--- src/rtl/additive_voice_engine.sv ---
// Additive voice engine: per sample tick, sums up to HARMONICS decaying sine
// partials of one fundamental, with Nyquist cutoff, hard sync and overrun restart.
module additive_voice_engine #(
  parameter int HARMONICS     = 8,
  parameter int SAMPLE_RATE   = 48000,
  parameter int PHASE_BITS    = 16,
  parameter int LUT_ADDR_BITS = 11,
  parameter int LUT_SHIFT     = 5,
  parameter int LUT_LATENCY   = 2,
  parameter int SAMPLE_BITS   = 16,
  parameter int AMP_BITS      = 7,
  parameter int OUT_BITS      = 16,
  parameter int OUT_SHIFT     = 2
) (
  input  logic                          clock,
  input  logic                          reset,
  input  logic                          sample_tick,
  input  logic [PHASE_BITS-1:0]         frequency,
  input  logic [AMP_BITS-1:0]           decay,
  input  logic [7:0]                    harmonic_limit,
  input  logic                          sync,
  output logic [LUT_ADDR_BITS-1:0]      lut_addr,
  input  logic signed [SAMPLE_BITS-1:0] lut_data,
  output logic [OUT_BITS-1:0]           sample_out,
  output logic                          sample_valid,
  output logic                          busy,
  output logic                          overrun,
  output logic [7:0]                    active_harmonics,
  output logic [2:0]                    state_dbg
);

  localparam int ACC_W  = SAMPLE_BITS + $clog2(HARMONICS) + 1;
  localparam int IDX_W  = (HARMONICS > 1) ? $clog2(HARMONICS) : 1;
  localparam int WAIT_W = (LUT_LATENCY > 1) ? $clog2(LUT_LATENCY) : 1;
  localparam int PROD_W = SAMPLE_BITS + AMP_BITS + 1;
  localparam int SAT_W  = ((ACC_W > OUT_BITS) ? ACC_W : OUT_BITS) + 2;

  localparam logic [PHASE_BITS:0]    SR_EXT    = (PHASE_BITS+1)'(SAMPLE_RATE);
  localparam logic [PHASE_BITS:0]    NYQ       = (PHASE_BITS+1)'(SAMPLE_RATE / 2);
  localparam logic [7:0]             HMAX      = 8'(HARMONICS);
  localparam logic [WAIT_W-1:0]      WAIT_LAST = WAIT_W'(LUT_LATENCY - 1);
  localparam logic [AMP_BITS-1:0]    AMP_MAX   = '1;
  localparam logic [OUT_BITS-1:0]    OUT_MID   = {1'b1, {(OUT_BITS-1){1'b0}}};
  localparam logic signed [SAT_W-1:0] SAT_MID  = {{(SAT_W-OUT_BITS){1'b0}}, OUT_MID};
  localparam logic signed [SAT_W-1:0] SAT_TOP  = {{(SAT_W-OUT_BITS){1'b0}}, {OUT_BITS{1'b1}}};

  typedef enum logic [2:0] {
    S_IDLE     = 3'd0,
    S_PHASE    = 3'd1,
    S_LUT_WAIT = 3'd2,
    S_MAC      = 3'd3,
    S_DONE     = 3'd4
  } state_t;

  // Protocol: sample_tick is a one-cycle request with no ready; a tick while busy
  // pulses overrun and restarts. sample_valid is a one-cycle pulse with sample_out
  // already updated in that cycle; sample_out holds until the next pulse.
  state_t                    state_q, state_d;
  logic [7:0]                n_q, n_d, lim_q, lim_d, active_q, active_d;
  logic [PHASE_BITS-1:0]     freq_q, freq_d;
  logic [AMP_BITS-1:0]       decay_q, decay_d, amp_q, amp_d;
  logic [PHASE_BITS:0]       inc_q, inc_d;
  logic signed [ACC_W-1:0]   acc_q, acc_d;
  logic [WAIT_W-1:0]         wait_q, wait_d;
  logic [LUT_ADDR_BITS-1:0]  lut_addr_q, lut_addr_d;
  logic [OUT_BITS-1:0]       sample_out_q, sample_out_d;
  logic                      sample_valid_q, sample_valid_d;
  logic                      overrun_q, overrun_d;

  logic [PHASE_BITS-1:0]     phase_q [HARMONICS];
  logic                      phase_we, phase_clr;
  logic [IDX_W-1:0]          idx;
  logic [PHASE_BITS:0]       p_sum, p_wrap;
  logic signed [PROD_W-1:0]  prod, term;
  logic signed [SAT_W-1:0]   acc_wide, biased;
  logic [7:0]                lim_eff;

  assign idx     = n_q[IDX_W-1:0];
  assign lim_eff = (harmonic_limit == 8'd0 || harmonic_limit > HMAX) ? HMAX : harmonic_limit;

  always_comb begin
    state_d        = state_q;
    n_d            = n_q;
    lim_d          = lim_q;
    active_d       = active_q;
    freq_d         = freq_q;
    decay_d        = decay_q;
    amp_d          = amp_q;
    inc_d          = inc_q;
    acc_d          = acc_q;
    wait_d         = wait_q;
    lut_addr_d     = lut_addr_q;
    sample_out_d   = sample_out_q;
    sample_valid_d = 1'b0;
    overrun_d      = 1'b0;
    phase_we       = 1'b0;
    phase_clr      = 1'b0;

    // inc never exceeds Nyquist here, so the sum needs at most one subtraction.
    p_sum  = {1'b0, phase_q[idx]} + inc_q;
    p_wrap = (p_sum >= SR_EXT) ? (p_sum - SR_EXT) : p_sum;

    prod = lut_data * $signed({1'b0, amp_q});
    term = prod >>> AMP_BITS;

    acc_wide = SAT_W'(acc_q) >>> OUT_SHIFT;
    biased   = acc_wide + SAT_MID;

    if (sample_tick) begin
      overrun_d = (state_q != S_IDLE);
      freq_d    = frequency;
      decay_d   = decay;
      lim_d     = lim_eff;
      n_d       = 8'd0;
      inc_d     = {1'b0, frequency};
      amp_d     = AMP_MAX;
      acc_d     = '0;
      phase_clr = sync;
      state_d   = S_PHASE;
    end else begin
      case (state_q)
        S_IDLE: ;
        S_PHASE: begin
          if (inc_q > NYQ || n_q == lim_q) begin
            state_d = S_DONE;
          end else begin
            phase_we   = 1'b1;
            lut_addr_d = LUT_ADDR_BITS'(p_wrap >> LUT_SHIFT);
            wait_d     = '0;
            state_d    = S_LUT_WAIT;
          end
        end
        S_LUT_WAIT: begin
          if (wait_q == WAIT_LAST) state_d = S_MAC;
          else                     wait_d  = wait_q + 1'b1;
        end
        S_MAC: begin
          acc_d   = acc_q + ACC_W'(term);
          amp_d   = (amp_q > decay_q) ? (amp_q - decay_q) : '0;
          n_d     = n_q + 8'd1;
          inc_d   = inc_q + {1'b0, freq_q};
          state_d = S_PHASE;
        end
        S_DONE: begin
          if (biased < 0)            sample_out_d = '0;
          else if (biased > SAT_TOP) sample_out_d = '1;
          else                       sample_out_d = biased[OUT_BITS-1:0];
          sample_valid_d = 1'b1;
          active_d       = n_q;
          state_d        = S_IDLE;
        end
        default: state_d = S_IDLE;
      endcase
    end
  end

  always_ff @(posedge clock or posedge reset) begin
    if (reset) begin
      state_q        <= S_IDLE;
      n_q            <= '0;
      lim_q          <= '0;
      active_q       <= '0;
      freq_q         <= '0;
      decay_q        <= '0;
      amp_q          <= '0;
      inc_q          <= '0;
      acc_q          <= '0;
      wait_q         <= '0;
      lut_addr_q     <= '0;
      sample_out_q   <= OUT_MID;
      sample_valid_q <= 1'b0;
      overrun_q      <= 1'b0;
    end else begin
      state_q        <= state_d;
      n_q            <= n_d;
      lim_q          <= lim_d;
      active_q       <= active_d;
      freq_q         <= freq_d;
      decay_q        <= decay_d;
      amp_q          <= amp_d;
      inc_q          <= inc_d;
      acc_q          <= acc_d;
      wait_q         <= wait_d;
      lut_addr_q     <= lut_addr_d;
      sample_out_q   <= sample_out_d;
      sample_valid_q <= sample_valid_d;
      overrun_q      <= overrun_d;
    end
  end

  always_ff @(posedge clock or posedge reset) begin
    if (reset) begin
      for (int i = 0; i < HARMONICS; i++) phase_q[i] <= '0;
    end else if (phase_clr) begin
      for (int i = 0; i < HARMONICS; i++) phase_q[i] <= '0;
    end else if (phase_we) begin
      phase_q[idx] <= p_wrap[PHASE_BITS-1:0];
    end
  end

  assign lut_addr         = lut_addr_q;
  assign sample_out       = sample_out_q;
  assign sample_valid     = sample_valid_q;
  assign overrun          = overrun_q;
  assign busy             = (state_q != S_IDLE);
  assign active_harmonics = active_q;
  assign state_dbg        = state_q;

endmodule

--- config.mk ---
export PLATFORM = sky130hd
export DESIGN_NAME = additive_voice_engine
export DESIGN_NICKNAME = d
export VERILOG_FILES = /design/src/rtl/additive_voice_engine.sv
export SDC_FILE = /design/constraint.sdc
export NUM_CORES = 1
export LEC_CHECK = 0
export BUFFER_PORTS_ARGS = -buffer_cell sky130_fd_sc_hd__buf_4
export CORE_MARGIN = 10
export CORE_UTILIZATION = 50
export CTS_CLUSTER_DIAMETER = 30
export DETAILED_ROUTE_END_ITERATION = 6
export PLACE_DENSITY_LB_ADDON = 0.08
export SLEW_MARGIN = 0
export SYNTH_ARGS = -nofsm -noshare
export SYNTH_HDL_FRONTEND = slang
export SYNTH_SLANG_ARGS = --single-unit
--- constraint.sdc ---
create_clock -name clock -period 26 [get_ports clock]
set_clock_uncertainty 0.05 [all_clocks]
set_input_delay 5.2 -clock clock [delete_from_list [all_inputs] [get_ports clock]]
set_output_delay 5.2 -clock clock [all_outputs]
set_load 0.02 [all_outputs]
### Yosys cells after proc, flatten, opt, wreduce, memory -nomap -nowiden

Index checks and enable logic that the tools add are counted.

* muxes and demuxes: 35
* magnitude comparators: 8
* bitwise gates (word level): 3
* $mul: 1
* equal/unequal tests: 8
* $add $sub $neg: 8
* reductions and logical operators: 13

Operator list (number)
* 2-to-1 mux 128 bit: 2
* bitwise mux 128 bit: 1
* 2-to-1 mux 16 bit: 6
* binary-select mux 16 bit (select 3 bit): 1
* demux 16 bit (select 3 bit): 1
* 2-to-1 mux 20 bit: 2
* 2-to-1 mux 17 bit: 2
* multiplier 16 x 8 -> 24 bit: 1
* 2-to-1 mux 8 bit: 3
* 2-to-1 mux 7 bit: 3
* adder 20 x 17 -> 20 bit: 1
* adder 18 x 17 -> 19 bit, second input constant: 1
* > comparator 19 x 17 -> 1 bit, second input constant: 1
* < comparator 19 x 1 -> 1 bit, second input constant: 1
* adder 16 x 17 -> 17 bit: 1
* adder 17 x 16 -> 17 bit: 1
* >= comparator 17 x 16 -> 1 bit, second input constant: 1
* > comparator 17 x 15 -> 1 bit, second input constant: 1
* subtractor 16 bit, second input constant: 1
* case mux 3 bit (4 select lines): 1
* 2-to-1 mux 1 bit: 9
* 2-to-1 mux 3 bit: 3
* adder 8 x 1 -> 8 bit, second input constant: 1
* == test 8 bit: 1
* 22 further kinds: 30

* output and inout port bits: 41
* logic and storage cells: 98
* flip-flop bits (word level): 252
* bits of input ports: 51

### Longest topological paths before layout

Gate-level depths: netlist (run 1).

* depth in word-level cells: 10
* gate-level depth with buffers: 30
* depth with buffers taken out: 29

### Worst setup path after synthesis (run 1)

No wires, ideal clock.

* kind: in2reg
* start: in lut_data[8]
* end: reg acc_q[19]
* path buffers: 0
* cell stages on the path: 25
* setup time: 125 ps
* slack: 14713 ps
* data arrival time: 11113 ps
* data required time: 25825 ps
* cells stage by stage: and2_1 fa_1 fa_1 fa_1 inv_1 fa_1 inv_1 ha_1 a211oi_1 o21ai_0 or3_1 o221a_2 o21a_1 nor2_1 xnor2_1 ha_1 a21oi_1 o21ai_0 nor3_1 a21o_1 o21ai_0 o41ai_1 or3_1 a21oi_1 mux2_2

* cells in the longest elaborated chain, start to end: 4

Ends and longest elaborated chain
* start: declaration: RTL line 23 `input logic signed [SAMPLE_BITS-1:0] lut_data,`
* multiplier 16 x 8 -> 24 bit: RTL line 103 `prod = lut_data * $signed({1'b0, amp_q});`
* adder 20 x 17 -> 20 bit: RTL line 138 `acc_d = acc_q + ACC_W'(term);`
* 2-to-1 mux 20 bit: RTL line 121 `case (state_q)`
* 2-to-1 mux 20 bit: RTL line 109 `if (sample_tick) begin`
* end signal: assignment: RTL line 167 `acc_q <= '0;`
* end signal: assignment: RTL line 182 `acc_q <= acc_d;`
* end: declaration: RTL line 63 `logic signed [ACC_W-1:0] acc_q, acc_d;`

No other way between the ends. The select of a mux whose other input is x is not followed.
A chain may end at the register's enable or synchronous reset.

### Worst setup path after layout (run 1)

* start: in lut_data[5]
* end: reg acc_q[19]

The elaborated chain is that of the path after synthesis.

==> summary.md, run 1 <==
| Metric | Value |
|---|---|
| Max-cap violations | `0` |
| Clock buffer count from CTS | `59` |
| Status | `finished, violations left` |
| Power Density | `137 nW/um2` |
| Core Util, Final | `0.594` |
| # IOs | `92` |
| Post-synthesis cell area | `18100 um2` |
| ANT cells | `0` |
| CP Max Fanout | `7` |
| Failing checks | `DRC` |
| Commonest non-fill, non-tap cell in the layout | `dfrtp_1` |
| Cells after Synth | `2034` |
| Grt total ovfl | `0` |
| Via Count | `15300` |
| Multi-input gate area | `10800 um2` |
| Async SR Flop Fraction | `1.00` |
| Layout area overhead | `17.3%` |
| Site Rows | `69` |
| Slowest cell on crit path | `o31ai_1` |
| Worst-Skew Late Latency | `620 ps` |
| Synth Flop Type | `dfrtp_1` |
| Largest net degree at the start of global routing | `112` |
| CTS resizes | `0` |
| Fin Setup TNS | `0 ps` |
| CTS tree | `built` |
| IO Port Bufs | `91` |
| VDD IR max | `0.0000940 V` |
| Number of synthesized register bits | `252` |
| # hold bufs at CTS | `0` |
| Peak Freq | `roughly 0.087 GHz` |
| Setup Fix Bufs, Post-CTS | `0` |
| Die footprint | `44200 um2` |
| Clock-pin slew on the worst setup and hold paths | `40 ps` |
| WP data required | `26390 ps` |
| Most frequent cells in the layout | `251 x dfrtp_1, 232 x nand2_1, 166 x inv_1` |
| EDFF count, synth | `0` |
| Core area | `between 30000 and 40000 um2` |
| Total number of yosys warnings | `0` |
| Total Wirelength | `around 51000 um` |
| CP Launch Type | `input port` |
| Share of layout cells above drive strength 1 | `0.120` |
| Setup crit end kind | `register` |
| Yosys top cell area share | `0.348` |
| Sequential share of the synthesized area | `0.349` |
| Root buffer cell | `clkbuf_16` |
| Syn_area_per_cell | `8.89 um2` |
| CP top delay family | `adder cells` |
| Yosys cell types | `79` |
| Max-slew violations | `0` |
| WL per Instance | `slightly below 20 um` |
| Syn nets | `2282` |
| Height of the die | `about 210 um` |
| Crit path largest cell delay | `670 ps` |
| H-tree levels | `2` |
| Pleak | `roughly 9.8 nW` |
| Critical path class | `input port to register` |
| Hpwl dp | `approximately 35000 um` |
| Register area | `6310 um2` |
| First-pass GRT wire length | `about 84000 um` |
| Sink Count | `252` |
| Via-per-instance ratio | `roughly 5.8` |
| Period utilization | `0.443` |
| DRC viols | `2` |
| Die width | `210 um` |
| Slew headroom | `0.216` |
| Vias in the first global route | `15700` |
| Area contributors post-synth | `dfrtp_1 35%, fa_1 9.9%, ha_1 7.5%` |
| Gpl congestion | `approximately 0.85` |
| Critical path arrival | `~12000 ps` |
| Antenna violations before repair | `0` |
| Clk buf depth | `3` |
| Final hold vios | `0` |
| DRT iter0 DRCs | `1239` |
| Final ANT Viol Nets | `0` |
| Final setup violation count | `0` |
| # fillers | `3156` |
| Buf/Inv on CP | `3` |
| Hold Path Class | `register to register` |
| Final min period | `11520 ps` |
| Starting Density | `0.507` |
| Slew @ Worst Pin | `1170 ps` |
| GRT Util Overall | `0.234` |
| 1st-pass router iterations | `7` |
| Leading area contributor after synthesis | `dfrtp_1` |
| CP most frequent cell | `fa_1` |
| RSZ-0062 raised after global routing | `false` |
| Final #Nets | `between 2000 and 2500` |
==> registers in the layout (all words and copies together), names as in the netlist, 11 cells and up <==
name / count
inc_q: 17
phase_q: 128
lut_addr: 11
freq_q: 16
sample_out: 16
acc_q: 20
==> metal layers <==
layer / vias up / share of wire / global-route usage
met4: 0 / 0.032 / 0.0902
met1: 7490 / 0.42 / 0.293
met2: 419 / 0.50 / 0.399
met3: 104 / 0.052 / 0.0347
met5: - / 0 / 0
li1: 7243 / - / -
==> cell families after synthesis <==
| family | count (synthesis) | share of synthesized area |
|---|---|---|
| flops | 252 | 0.349 |
| simple gates | 713 | 0.192 |
| buf+inv | 275 | 0.0575 |
| compound gates | 512 | 0.184 |
| mux | 18 | 0.0115 |
| xor+xnor | 67 | 0.0333 |
| fa+ha+maj | 197 | 0.173 |
==> cell usage after synthesis, drive strengths merged, types with 5 or more instances <==
| cell type | count |
|---|---|
| nand2 | 233 |
| fa | 89 |
| or3 | 10 |
| o21ai | 163 |
| clkbuf | 100 |
| buf | 7 |
| o21a | 17 |
| a2111oi | 5 |
| a221oi | 6 |
| or4 | 6 |
| o211ai | 13 |
| ha | 108 |
| a221o | 7 |
| xor2 | 28 |
| mux2i | 9 |
| mux2 | 9 |
| a211o | 8 |
| a211oi | 17 |
| a21oi | 127 |
| a311oi | 7 |
| a21o | 20 |
| a31oi | 7 |
| nand4 | 39 |
| a22oi | 64 |
| and2 | 104 |
| and3 | 30 |
| nor2b | 13 |
| a21boi | 8 |
| o311ai | 9 |
| or2 | 7 |
| dfrtp | 251 |
| nor2 | 115 |
| inv | 167 |
| o31ai | 7 |
| xnor2 | 39 |
| nor3 | 46 |
| nand3 | 87 |
| nand2b | 7 |
| nor3b | 8 |
==> tightest hold or removal path: stages (launching register included) <==
cell	delay, ps
dfrtp_1	330
nand2_1	50
nand2_1	60
==> power breakdown <==
part,switching (mW),internal [mW]
sequential,0.0434,0.437
combinational,1.01,0.652
clock,0.242,0.518
total,1.30,1.61
==> path summary, 6_finish.rpt <==
kind	depth (start not counted)	startpoint	slack, ps	to
worst max-delay path	25	lut_data[5]	14480	acc_q[19]
worst min-delay path	2	active_harmonics[1]	420	active_harmonics[1]
worst max register to register	25	amp_q[4]	18400	acc_q[19]
worst min register to register	2	active_harmonics[1]	420	active_harmonics[1]
max in group asynchronous	3	reset	19700	acc_q[11]
min in group asynchronous	2	reset	4680	freq_q[5]
==> stage by stage <==
| step | area, um2 | hold slack (ps) | power, mW | setup WS (ps) | instances |
|---|---|---|---|---|---|
| floorplan | 18100 | 419 | 1.74 | 13820 | 2034 |
| global placement | 19100 | 412 | 2.12 | 14060 | 2500 |
| detailed placement | 19100 | 414 | 2.15 | 13910 | 2500 |
| CTS | 21200 | 425 | 2.93 | 14470 | 2608 |
| global route | 21200 | 460 | 3.15 | 13970 | 2608 |
| finish | 21200 | 420 | 2.91 | 14480 | 2608 |
==> layout make-up <==
| cell class | count | area share |
|---|---|---|
| Clock buffer | 70 | 0.0740 |
| Clock inverter | 38 | 0.0238 |
| Inverter | 168 | 0.0301 |
| Multi-Input combinational cell | 1507 | 0.508 |
| Sequential cell | 252 | 0.298 |
| Tap cell | 461 | 0.0272 |
| Timing Repair Buffer | 112 | 0.0397 |
No activity file was read; power rests on OpenSTA's default activity.
==> run 2, diff against run 1 <==
clock period = 9.82 ns   (was 26 ns; I/O delays follow)
==> summary.md, run 2 (synthesis gave the netlist of run 1 again) <==
| Metric | Value |
|---|---|
| Final ANT Viol Nets | `0 (unchanged)` |
| Final min period | `around 8000 ps` |
| Placed cell area | `19100 um2 (about the same)` |
| RSZ-0062 raised after global routing | `false (unchanged)` |
| Share of layout cells above drive strength 1 | `0.123 (was 0.120)` |
| Biggest register | `phase_q (unchanged)` |
| Peak Freq | `0.123 GHz` |
| Setup crit end kind | `register (unchanged)` |
| H-tree levels | `3 (was 2)` |
| Critical path class | `input port to register (unchanged)` |
| Slew headroom | `0.220 (was 0.216)` |
| VDD IR max | `0.000210 V (was 0.0000940 V)` |
| Reg2reg start | `amp_q[4] (unchanged)` |
| CP top delay family | `adder cells (unchanged)` |
| Power Density | `374 nW/um2 (was 137 nW/um2)` |
| Setup Fix Bufs, Post-CTS | `0 (unchanged)` |
| Slowest cell on crit path | `fa_1 (was o31ai_1)` |
| Final #Nets | `2360 (was 2348)` |
| Height of the die | `210 um (unchanged)` |
| Setup crit start | `lut_data[8] (was lut_data[5])` |
| Max-cap violations | `0 (unchanged)` |
| # IOs | `92 (unchanged)` |
| Total Wirelength | `51700 um (was 51000 um)` |
| DRC viols | `0 (was 2)` |
| Antenna violations before repair | `0 (unchanged)` |
| Status | `finished, final reports clean (was finished, violations left)` |
| Site Rows | `69 (unchanged)` |
| Max-slew violations | `0 (unchanged)` |
| Final hold vios | `0 (unchanged)` |
| WL per Instance | `19.7 um (was 19.6 um)` |
| Layout area overhead | `19.6% (was 17.3%)` |
| GRT Util Overall | `0.233 (was 0.234)` |
| Fin cells | `2624 (was 2608)` |
| WP data required | `10220 ps (was 26390 ps)` |
| IO Port Bufs | `91 (unchanged)` |
| Commonest non-fill, non-tap cell in the layout | `dfrtp_1 (unchanged)` |
| Largest net degree at the start of global routing | `122 (was 112)` |
| Most frequent cells in the layout | `251 x dfrtp_1, 232 x nand2_1, 166 x inv_1 (unchanged)` |
| Grt total ovfl | `0 (unchanged)` |
| First-pass GRT wire length | `83700 um (was 84000 um)` |
| Placed Cells | `2501 (was 2500)` |
| Pleak | `10.0 nW (was 9.81 nW)` |
| Root buffer cell | `clkbuf_16 (unchanged)` |
| CTS resizes | `0 (unchanged)` |
| Clock buffer count from CTS | `70 (was 59)` |
| Crit path largest cell delay | `560 ps (was 670 ps)` |
| Starting Density | `0.507 (unchanged)` |
| Core Util, Final | `0.606 (was 0.594)` |
| # fillers | `3127 (was 3156)` |
| Period utilization | `0.831` |
| Buf/Inv on CP | `3 (unchanged)` |
| ANT cells | `0 (unchanged)` |
| Vias in the first global route | `15600 (was 15700)` |
| # hold bufs at CTS | `0 (unchanged)` |
| Gpl congestion | `0.853 (was 0.845)` |
| Top flop regs | `phase_q (128), acc_q (20), inc_q (17) (unchanged)` |
| CP Max Fanout | `7 (unchanged)` |
| Hold Path Class | `register to register (unchanged)` |
| Critical path arrival | `8560 ps (was 11910 ps)` |
| Via-per-instance ratio | `5.87 (was 5.85)` |
| Slew @ Worst Pin | `1160 ps (was 1170 ps)` |
| Core area | `35700 um2 (unchanged)` |
| Fin area | `21600 um2 (was 21200 um2)` |
| Max reg flops | `128 (unchanged)` |
| HP Start | `active_harmonics[0] (was active_harmonics[1])` |
| Fin Setup TNS | `0 ps (unchanged)` |
| Via Count | `15400 (was 15300)` |
| Die footprint | `44200 um2 (unchanged)` |
| Clk buf depth | `3 (unchanged)` |
| Sink Count | `252 (unchanged)` |
| Final setup violation count | `0 (unchanged)` |
| Worst-Skew Late Latency | `590 ps (was 620 ps)` |
| CP most frequent cell | `fa_1 (unchanged)` |
| Clock-pin slew on the worst setup and hold paths | `40 ps (about the same)` |
| Die width | `210 um (unchanged)` |
| CTS tree | `built (unchanged)` |
| Hpwl dp | `35100 um (was 35200 um)` |
| 1st-pass router iterations | `5 (was 7)` |
| CP Launch Type | `input port (unchanged)` |
| DRT iter0 DRCs | `1457 (was 1239)` |
-- run 2: final timing paths --
check / endpoint / slack (ps) / cells past startpoint
worst min register to register: active_harmonics[0] / 430 / 2
worst min-delay path: active_harmonics[0] / 430 / 2
worst max-delay path: acc_q[19] / 1660 / 26
worst max register to register: acc_q[19] / 2370 / 26
min in group asynchronous: freq_q[3] / 1460 / 2
max in group asynchronous: phase_q[73] / 6860 / 3
-- run 2: layout make-up --
class / instances / area (um2) / area share
multi-input cells: 1507 / 10800 / 0.498
clock inverters: 28 / 534 / 0.0247
well taps: 461 / 577 / 0.0267
inverters: 168 / 638 / 0.0295
clock buffers: 95 / 1960 / 0.0905
repair buffers: 113 / 848 / 0.0392
flip-flops and latches: 252 / 6310 / 0.292
-- run 2: layer usage --
metal  global-route usage  wire length, um
met5                    0                0
met4               0.0884             1620
met3               0.0362             2570
met2                0.403            25900
met1                0.289            21600
-- run 2: power breakdown --
group | switching [mW] | internal, mW | total [mW]
logic | 2.70 | 1.74 | 4.43
registers | 0.115 | 1.16 | 1.27
clock network | 0.705 | 1.68 | 2.39
-- run 2: through the flow --
| stage | setup slack, ps | hold WS (ps) | power, mW |
|---|---|---|---|
| detailed placement | 1090 | 418 | 5.69 |
| global route | 1200 | 457 | 8.71 |
| floorplan | 879 | 419 | 4.61 |
| global placement | 1220 | 412 | 5.62 |
| finish | 1660 | 427 | 8.09 |
| CTS | 1670 | 429 | 8.13 |
-- run 2: worst register-to-register path, delay by kind of cell, from the launching register on --
| family | cells | cell delay [ps] |
|---|---|---|
| adders and majority gates | 6 | 2780 |
| muxes | 1 | 350 |
| AOI/OAI and AO/OA | 11 | 2420 |
| buffers and inverters | 3 | 160 |
| and+or+nand+nor | 4 | 690 |
| DFF | 1 | 760 |
| xor gates and xnor gates | 1 | 140 |
